`config.mk`:
```
export PLATFORM = sky130hd
export DESIGN_NAME = ct_lsu_cache_buffer_mentry
export DESIGN_NICKNAME = d
export VERILOG_FILES = /design/src/rtl/ct_lsu_cache_buffer_mentry.sv
export SDC_FILE = /design/constraint.sdc
export NUM_CORES = 1
export LEC_CHECK = 0
export CAP_MARGIN = 20
export CORE_UTILIZATION = 35
export DETAILED_ROUTE_END_ITERATION = 10
export PLACE_DENSITY = 0.59
export SYNTH_ARGS = -nofsm -noshare
export SYNTH_HDL_FRONTEND = slang
export SYNTH_SLANG_ARGS = --single-unit
```
`constraint.sdc`:
```
create_clock -name forever_cpuclk -period 2.8 [get_ports forever_cpuclk]
set_input_delay 0.28 -clock forever_cpuclk [delete_from_list [all_inputs] [get_ports forever_cpuclk]]
set_output_delay 0.28 -clock forever_cpuclk [all_outputs]
set_load 0.005 [all_outputs]
```
`src/rtl/ct_lsu_cache_buffer_mentry.sv`:
```
// Multi-entry load cache buffer: holds recently read dcache lines so a DC-stage
// lookup hit can deliver line data in DA without a dcache data read.
module ct_lsu_cache_buffer_mentry #(
    parameter int unsigned ENTRY_NUM  = 4,
    parameter int unsigned PA_WIDTH   = 40,
    parameter int unsigned DATA_WIDTH = 128,
    parameter int unsigned IDX_LSB    = 2
) (
    input  logic                  forever_cpuclk,
    input  logic                  cpurst_b,
    input  logic                  cp0_lsu_icg_en,
    input  logic                  cp0_yy_clk_en,
    input  logic                  pad_yy_icg_scan_en,
    input  logic                  cp0_lsu_dcache_en,
    input  logic                  cp0_lsu_cb_aclr_dis,
    input  logic                  cp0_lsu_no_op_req,
    input  logic                  icc_idle,
    input  logic [8:0]            dcache_idx,
    input  logic                  lsu_dcache_ld_xx_gwen,
    input  logic                  ld_dc_inst_vld,
    input  logic [PA_WIDTH-1:0]   ld_dc_addr1,
    input  logic                  ld_dc_cb_addr_create_vld,
    input  logic                  ld_dc_cb_addr_create_gateclk_en,
    input  logic [PA_WIDTH-5:0]   ld_dc_cb_addr_tto4,
    input  logic                  ld_da_cb_data_vld,
    input  logic [DATA_WIDTH-1:0] ld_da_cb_data,
    input  logic                  ld_da_cb_ecc_cancel,
    output logic                  cb_ld_dc_addr_hit,
    output logic                  cb_ld_da_data_vld,
    output logic [DATA_WIDTH-1:0] cb_ld_da_data,
    output logic [ENTRY_NUM-1:0]  cb_ld_da_hit_entry,
    output logic [ENTRY_NUM-1:0]  cb_entry_vld
);

    localparam int unsigned TAG_W = PA_WIDTH - 4;
    localparam int unsigned PTR_W = (ENTRY_NUM > 1) ? $clog2(ENTRY_NUM) : 1;

    typedef enum logic [1:0] {
        ST_INVALID = 2'b00,
        ST_PEND    = 2'b01,
        ST_VALID   = 2'b10
    } state_e;

    state_e                state_q [ENTRY_NUM];
    state_e                state_d [ENTRY_NUM];
    logic [TAG_W-1:0]      tag_q   [ENTRY_NUM];
    logic [DATA_WIDTH-1:0] data_q  [ENTRY_NUM];
    logic [ENTRY_NUM-1:0]  hit_q, hit_d;
    logic [PTR_W-1:0]      rr_q, rr_d;

    logic                  flush;
    logic                  alloc;
    logic                  fill_ok;
    logic                  tag_clk_on;
    logic                  data_clk_on;
    logic [ENTRY_NUM-1:0]  vld_vec;
    logic [ENTRY_NUM-1:0]  pend_vec;
    logic [ENTRY_NUM-1:0]  inv_vec;
    logic [ENTRY_NUM-1:0]  reuse_vec;
    logic [ENTRY_NUM-1:0]  idx_hit_vec;
    logic [ENTRY_NUM-1:0]  victim_first;
    logic [ENTRY_NUM-1:0]  victim_vec;
    logic                  unused_bits_c;

    assign unused_bits_c = ^{dcache_idx[8], ld_dc_addr1[3:0]};

    assign flush   = !cp0_lsu_dcache_en | cp0_lsu_cb_aclr_dis | cp0_lsu_no_op_req | !icc_idle;
    assign alloc   = ld_dc_cb_addr_create_vld & !cp0_lsu_cb_aclr_dis;
    assign fill_ok = ld_da_cb_data_vld & !ld_da_cb_ecc_cancel;

    // Clock-gate enables: global enable with module/local enable, scan forces on
    assign tag_clk_on  = (cp0_yy_clk_en & (cp0_lsu_icg_en
                         | (ld_dc_cb_addr_create_gateclk_en & !cp0_lsu_cb_aclr_dis)))
                         | pad_yy_icg_scan_en;
    assign data_clk_on = (cp0_yy_clk_en & (cp0_lsu_icg_en
                         | (ld_da_cb_data_vld & !cp0_lsu_cb_aclr_dis)))
                         | pad_yy_icg_scan_en;

    always_comb begin
        vld_vec     = '0;
        pend_vec    = '0;
        inv_vec     = '0;
        reuse_vec   = '0;
        idx_hit_vec = '0;
        hit_d       = '0;
        for (int i = 0; i < ENTRY_NUM; i++) begin
            vld_vec[i]     = (state_q[i] == ST_VALID);
            pend_vec[i]    = (state_q[i] == ST_PEND);
            inv_vec[i]     = (state_q[i] == ST_INVALID);
            reuse_vec[i]   = !inv_vec[i] && (tag_q[i] == ld_dc_cb_addr_tto4);
            idx_hit_vec[i] = lsu_dcache_ld_xx_gwen
                             && (tag_q[i][IDX_LSB+7:IDX_LSB] == dcache_idx[7:0]);
            hit_d[i]       = ld_dc_inst_vld && vld_vec[i]
                             && (tag_q[i] == ld_dc_addr1[PA_WIDTH-1:4]);
        end
    end

    // Victim: matching tag, else lowest INVALID entry, else round-robin pointer
    always_comb begin
        victim_first = '0;
        for (int i = ENTRY_NUM - 1; i >= 0; i--) begin
            if (inv_vec[i]) begin
                victim_first    = '0;
                victim_first[i] = 1'b1;
            end
        end
        rr_d = rr_q;
        if (|reuse_vec) begin
            victim_vec = reuse_vec;
        end else if (|inv_vec) begin
            victim_vec = victim_first;
        end else begin
            victim_vec = ENTRY_NUM'(1) << rr_q;
            if (alloc && !flush) begin
                rr_d = rr_q + PTR_W'(1);
            end
        end
    end

    // Per-entry next state; invalidation sources outrank allocation and fill
    always_comb begin
        for (int i = 0; i < ENTRY_NUM; i++) begin
            state_d[i] = state_q[i];
            if (flush) begin
                state_d[i] = ST_INVALID;
            end else if (idx_hit_vec[i]) begin
                state_d[i] = ST_INVALID;
            end else if (ld_da_cb_ecc_cancel && hit_q[i]) begin
                state_d[i] = ST_INVALID;
            end else if (alloc && victim_vec[i]) begin
                state_d[i] = ST_PEND;
            end else if (pend_vec[i]) begin
                state_d[i] = fill_ok ? ST_VALID : ST_INVALID;
            end
        end
    end

    always_ff @(posedge forever_cpuclk or negedge cpurst_b) begin
        if (!cpurst_b) begin
            for (int i = 0; i < ENTRY_NUM; i++) begin
                state_q[i] <= ST_INVALID;
            end
            hit_q <= '0;
            rr_q  <= '0;
        end else begin
            for (int i = 0; i < ENTRY_NUM; i++) begin
                state_q[i] <= state_d[i];
            end
            hit_q <= flush ? '0 : hit_d;
            rr_q  <= rr_d;
        end
    end

    always_ff @(posedge forever_cpuclk or negedge cpurst_b) begin
        if (!cpurst_b) begin
            for (int i = 0; i < ENTRY_NUM; i++) begin
                tag_q[i]  <= '0;
                data_q[i] <= '0;
            end
        end else begin
            for (int i = 0; i < ENTRY_NUM; i++) begin
                if (tag_clk_on && alloc && victim_vec[i]) begin
                    tag_q[i] <= ld_dc_cb_addr_tto4;
                end
                if (data_clk_on && fill_ok && pend_vec[i]) begin
                    data_q[i] <= ld_da_cb_data;
                end
            end
        end
    end

    assign cb_ld_dc_addr_hit  = |hit_d;
    assign cb_ld_da_hit_entry = hit_q & vld_vec;
    assign cb_ld_da_data_vld  = (|cb_ld_da_hit_entry) & !ld_da_cb_ecc_cancel;
    assign cb_entry_vld       = vld_vec;

    always_comb begin
        cb_ld_da_data = '0;
        for (int i = 0; i < ENTRY_NUM; i++) begin
            if (cb_ld_da_hit_entry[i]) begin
                cb_ld_da_data = cb_ld_da_data | data_q[i];
            end
        end
    end

endmodule

```
# --- After elaboration in Yosys (flattened, before gate mapping) ---
# Cells that the tools add are included.
totals:
  memories: 0
  mem_bits_ro: 0
  word_cells: 145
  mem_bits_rw: 0
  ff_bits: 670
  out_inout_bits: 138
  latch_bits: 0
classes:
  eq_ne: 20
  mux: 32
  n_bitwise: 20
  n_mul: 0
  div: 0
  magnitude_cmp: 0
  reduce_logical: 57
  shift: 1
  addsub: 1
ops:
  columns: ["cell", "n"]
  rows:
  - ["128-bit two-way mux", 4]
  - ["128-bit OR", 3]
  - ["36-bit == test", 8]
  - ["2-bit two-way mux", 21]
  - ["1-bit logical AND", 35]
  - ["8-bit == test", 4]
  - ["4-bit two-way mux", 7]
  - ["5-bit nonzero test", 4]
  - ["4-bit OR reduction", 4]
  - ["1-bit logical NOT", 9]
  - ["2-bit by 1-bit == test with 1-bit output, second input constant", 4]
  - ["2-bit == test, second input constant", 4]
  - ["2-bit logical NOT", 4]
  - ["1-bit AND", 7]
  - ["1-bit OR", 7]
  - ["4-bit AND", 1]
  - ["1-bit by 2-bit left shift with 4-bit output, first input constant", 1]
  - ["3-bit AND reduction", 1]
  - ["2-bit by 1-bit adder with 2-bit output, second input constant", 1]
  - ["1-bit inverter", 2]

# --- Longest topological paths before layout ---
logic_depth:
  depth_word: 12
  mapped_depth: 10
  ltp_nobuf: 7

# --- Worst setup path after synthesis ---
# No wires, ideal clock.
synth_timing:
  kind: "flip-flop to flip-flop"
  startpoint: "reg tag_q[114] (netlist name)"
  endpoint: "reg tag_q[10] (netlist name)"
  required_time_ns: 2.675
  path_buffers: 1
  path_stages_with_launch: 9
  path_slack_ns: 0.219
  arrival_time_ns: 2.456
  cell_sequence: "dfrtp_1 > xor2_1 > or4_1 > nor4_2 > and3_1 > nor4_1 > a21oi_4 > buf_6 > mux2_2"
synth_between:
  elab_chain_len: 5
synth_lines:
  columns: ["item", "line_no", "rtl"]
  rows:
  - ["from (decl)", "46", "logic [TAG_W-1:0] tag_q [ENTRY_NUM];"]
  - ["from (signal, indexed assignment)", "163", "tag_q[i] <= ld_dc_cb_addr_tto4;"]
  - ["36-bit == test", "90", "reuse_vec[i] = !inv_vec[i] && (tag_q[i] == ld_dc_cb_addr_tto4);"]
  - ["1-bit logical AND", "90", null]
  - ["4-bit OR reduction", "108", "if (|reuse_vec) begin"]
  - ["4-bit two-way mux", "108", null]
  - ["1-bit logical AND", "162", "if (tag_clk_on && alloc && victim_vec[i]) begin"]
# Every way passes these cells.
# A chain may end at the register's enable or synchronous reset.

# --- Worst setup path in the final report ---
layout_timing:
  startpoint: "reg tag_q[110] (netlist name)"
  endpoint: "out cb_ld_dc_addr_hit"
layout_between:
  elab_chain_len: 3
layout_lines:
  columns: ["item", "line_no", "rtl"]
  rows:
  - ["36-bit == test", "94", "&& (tag_q[i] == ld_dc_addr1[PA_WIDTH-1:4]);"]
  - ["1-bit logical AND", "94", null]
  - ["4-bit OR reduction", "172", "assign cb_ld_dc_addr_hit = |hit_d;"]
  - ["to (decl)", "28", "output logic cb_ld_dc_addr_hit,"]
# Every way passes these cells.

==> impl_metrics.py <==
metrics = {
    "finish": {
        "layout-drive-gt1-share_pct": 40.7,
        "area_growth_pct": 39.8,
        "nNetsFinal": 3423,
        "postLayoutCellArea_um2": 44700,
        "fillCellCount": 7809,
    },
    "flow_run": {
        "maxCapViolCount": 0,
    },
    "route": {
        "ant_nets": 0,
        "drt-initial-drc-count": 1611,
        "drt_wl_total_mm": 118,
        "dr.pass1.iters": 5,
        "drc": 0,
        "wl_per_cell_um": 26.7,
        "num_vias": 23808,
        "viasPerCell": 5.37,
    },
    "placed_design": {
        "placed_area_um2": 39500,
        "routabilityCongestion": 0.951,
        "dp_hpwl_mm": 78.9,
        "portBuffers": 360,
    },
    "setup_path": {
        "cp_slowest_cell": "or4_4",
        "startpoint": "tag_q[110]",
        "crit_arrival_ns": 2.91,
        "max_stage_delay_ns": 0.44,
        "r2r_end": "tag_q[34]",
        "cp_max_fo": 2,
        "crit_end": "cb_ld_dc_addr_hit",
        "rr_worst_depth": 12,
        "crit_chain": "xnor2_1, nand4_1, nor4_2, nand4_1, or4_4, or3b_4, buf_6",
        "required_ns": 2.52,
        "start_kind": "register",
        "regToRegSetupSlack_ns": -0.15,
        "r2r_start": "tag_q[124]",
        "crit_path_end_kind": "output port",
        "cpMostUsedCell": "nand4_1",
        "path_class": "register to output port",
    },
    "run_status": {
        "violations": "negative setup slack",
        "status": "finished with violations",
    },
    "sta": {
        "max_freq_mhz": 313,
        "slew_headroom_pct": 50.3,
        "worst_slew_pin_slew_ns": 0.746,
        "setup_slack_ns": -0.394,
        "finalSetupViolations": 74,
        "finalMaxSlewViolations": 0,
        "rsz0062_at_grt": "yes",
        "hold_viol": 0,
        "skew_ns": 0.0484,
        "period_needed_ns": 3.19,
        "period_share_pct": 114,
        "holdWs_ns": 0.125,
    },
    "global_route": {
        "globalRouteOverflowTotal": 0,
        "grt_max_degree": 122,
        "top_usage_layer": "met2",
        "grtUsageMet3_pct": 3.66,
        "grt_pass1_vias": 25619,
        "grt_first_pass_wirelength_mm": 174,
        "grt_use_total_pct": 25.2,
        "grt_util_met2_pct": 42.5,
        "antenna_found_initial": 10,
        "grt_util_met1_pct": 33.3,
    },
    "floorplanning": {
        "die_area_um2": 92500,
        "rows": 110,
        "die_x_um": 304,
        "boundaryPins": 366,
        "core_area_um2": 90100,
        "start_util_pct": 35.4,
        "die_h_um": 304,
    },
    "power": {
        "p_leak_nw": 21.5,
        "peakVddDrop_mv": 0.469,
        "p_per_area_nw_per_um2": 541,
    },
    "synthesis": {
        "synthTopCellsByCount": "670 x dfrtp_1, 612 x mux2_2, 259 x a22oi_1, 183 x xnor2_1, 147 x nand2_1",
        "synthesis.nets": 2711,
        "ys_ff_latch": 670,
        "ys_types": 52,
        "synth_flop_cell": "dfrtp_1",
        "synth_enable_flop_cells": 0,
        "synth.area.top_cells": "dfrtp_1 52%, mux2_2 22%, a22oi_1 6.1%",
        "avgSynthCellArea_um2": 12.9,
        "yosysWarnings": 0,
        "synth-async-reset-ratio_pct": 100,
        "yosysMostFrequentCell": "dfrtp_1",
        "ys_seq_area_share_pct": 52.5,
        "syn_inst": 2479,
        "synth_top_area_share_pct": 52.5,
        "netlist_area_um2": 31900,
        "synth_largest_area_cell": "dfrtp_1",
    },
    "clocking": {
        "root_buffer": "clkbuf_16",
        "cts_tree": "done",
        "ctsHtreeMaxLevel": 3,
        "cts_sinks": 670,
        "clk_path_buf_depth": 3,
        "worst_skew_pair.late_latency_ns": 0.65,
        "clk_pin_slew_ns": 0.05,
        "cts_buffers": 80,
    },
    "worst_hold_path": {
        "hold_class": "primary input to async pin",
    },
}
what timing repair did:
item                                    CTS  global route
hold buffers                              1             0
pin swaps                                19            18
endpoints found under the setup margin  245           194
buffers inserted                         52            13
resized for setup                       187           120
endpoints found under the hold margin    78             0
gates cloned                             30             9
layer usage:
layer,up-vias,wire length (um),part of all wire [%]
met4,4,3990,3.4
met3,199,5510,4.6
met5,-,23,0.019
li1,10402,-,-
met1,12514,51300,43
met2,689,57600,49
registers in the layout, indices dropped and copies added (netlist names):
signal / cells
rr_q: 2
data_q: 512
state_q: 8
tag_q: 144
hit_q: 4
cell type report:
type                            instances  area (um2)  area share (%)
Inverter                                3        11.3          0.0252
Tap cell                             1176        1470            3.30
Sequential cell                       670       16800            37.6
Timing Repair Buffer                  808        8510            19.1
Antenna cell                            6        15.0          0.0336
Multi-Input combinational cell       1628       15000            33.6
Clock buffer                          111        2330            5.21
Clock inverter                         29         520            1.17
where the power goes:
| part | total (mW) | internal (mW) | leakage (nW) | switching, mW |
|---|---|---|---|---|
| registers | 10.3 | 9.98 | 9.22 | 0.283 |
| clock network | 11.2 | 6.85 | 1.40 | 4.31 |
| logic | 2.75 | 1.36 | 10.9 | 1.39 |
through the flow:
| stage | setup TNS [ns] | power (mW) | util [%] | instances | worst slack (ns) |
|---|---|---|---|---|---|
| final | -7.33 | 24.2 | 49.5 | 4431 | -0.394 |
| after global routing | -17.57 | 25.0 | 49.5 | 4431 | -0.504 |
| after CTS | -4.32 | 24.3 | 48.8 | 4409 | -0.656 |
| after detailed placement | -68.33 | 13.0 | 43.8 | 4186 | -1.03 |
| after global placement | -61.02 | 13.0 | 43.8 | 4186 | -0.985 |
| after floorplan | 0 | 11.3 | - | 2479 | 0.219 |
placed cells by master, fill, tap and decap left out, types with 5 or more instances in the layout:
master	instances
dfrtp_1	664
mux2_2	585
buf_4	337
clkdlybuf4s50_1	251
a22oi_1	245
xnor2_1	165
nand2_1	147
xor2_1	135
clkbuf_16	90
dlygate4sd2_1	73
nand4_1	68
mux2_4	66
buf_12	55
nor4_1	38
nor2_1	31
buf_16	25
clkbuf_8	21
xnor2_2	16
dlymetal6s2s_1	15
a22oi_2	14
nor4_2	13
buf_6	12
bufinv_16	11
clkdlybuf4s15_1	11
clkbuf_1	10
clkinv_2	10
bufbuf_16	9
clkbuf_2	7
diode_2	6
a21oi_1	6
mux2_1	6
dfrtp_2	6
or4_4	5
nor2b_1	5
nor3_1	5
nand3_1	5
cells by family (layout without fill, tap and decap cells):
family                   Yosys count  count (layout)  synth area share [%]
adder cells (fa/ha/maj)            4               4                 0.157
buffers and inverters            181             951                  2.51
XOR/XNOR                         321             321                  8.80
AND/OR/NAND/NOR                  362             362                  5.88
multiplexers                     657             657                  23.5
other                              0               6                     0
AO/OA/AOI/OAI                    284             284                  6.67
flip-flops                       670             670                  52.5
critical path: cells and delay by family (launching register included):
family	cells	cell delay [ns]
buf+inv	1	0.09
simple gates	5	1.53
flops	1	0.41
xor+xnor	1	0.27
worst min path at each step:
| stage | endpoint | depth (start not counted) | slack (ns) |
|---|---|---|---|
| after global placement | data_q[453] | 1 | 0.20 |
| after global routing | data_q[325] | 2 | 0.13 |
| after floorplan | data_q[0] | 0 | -0.02 |
| final | data_q[325] | 2 | 0.13 |
| after detailed placement | data_q[325] | 1 | 0.20 |
| after CTS | tag_q[32] | 2 | 0.11 |
(Power assumes the default switching activity.)
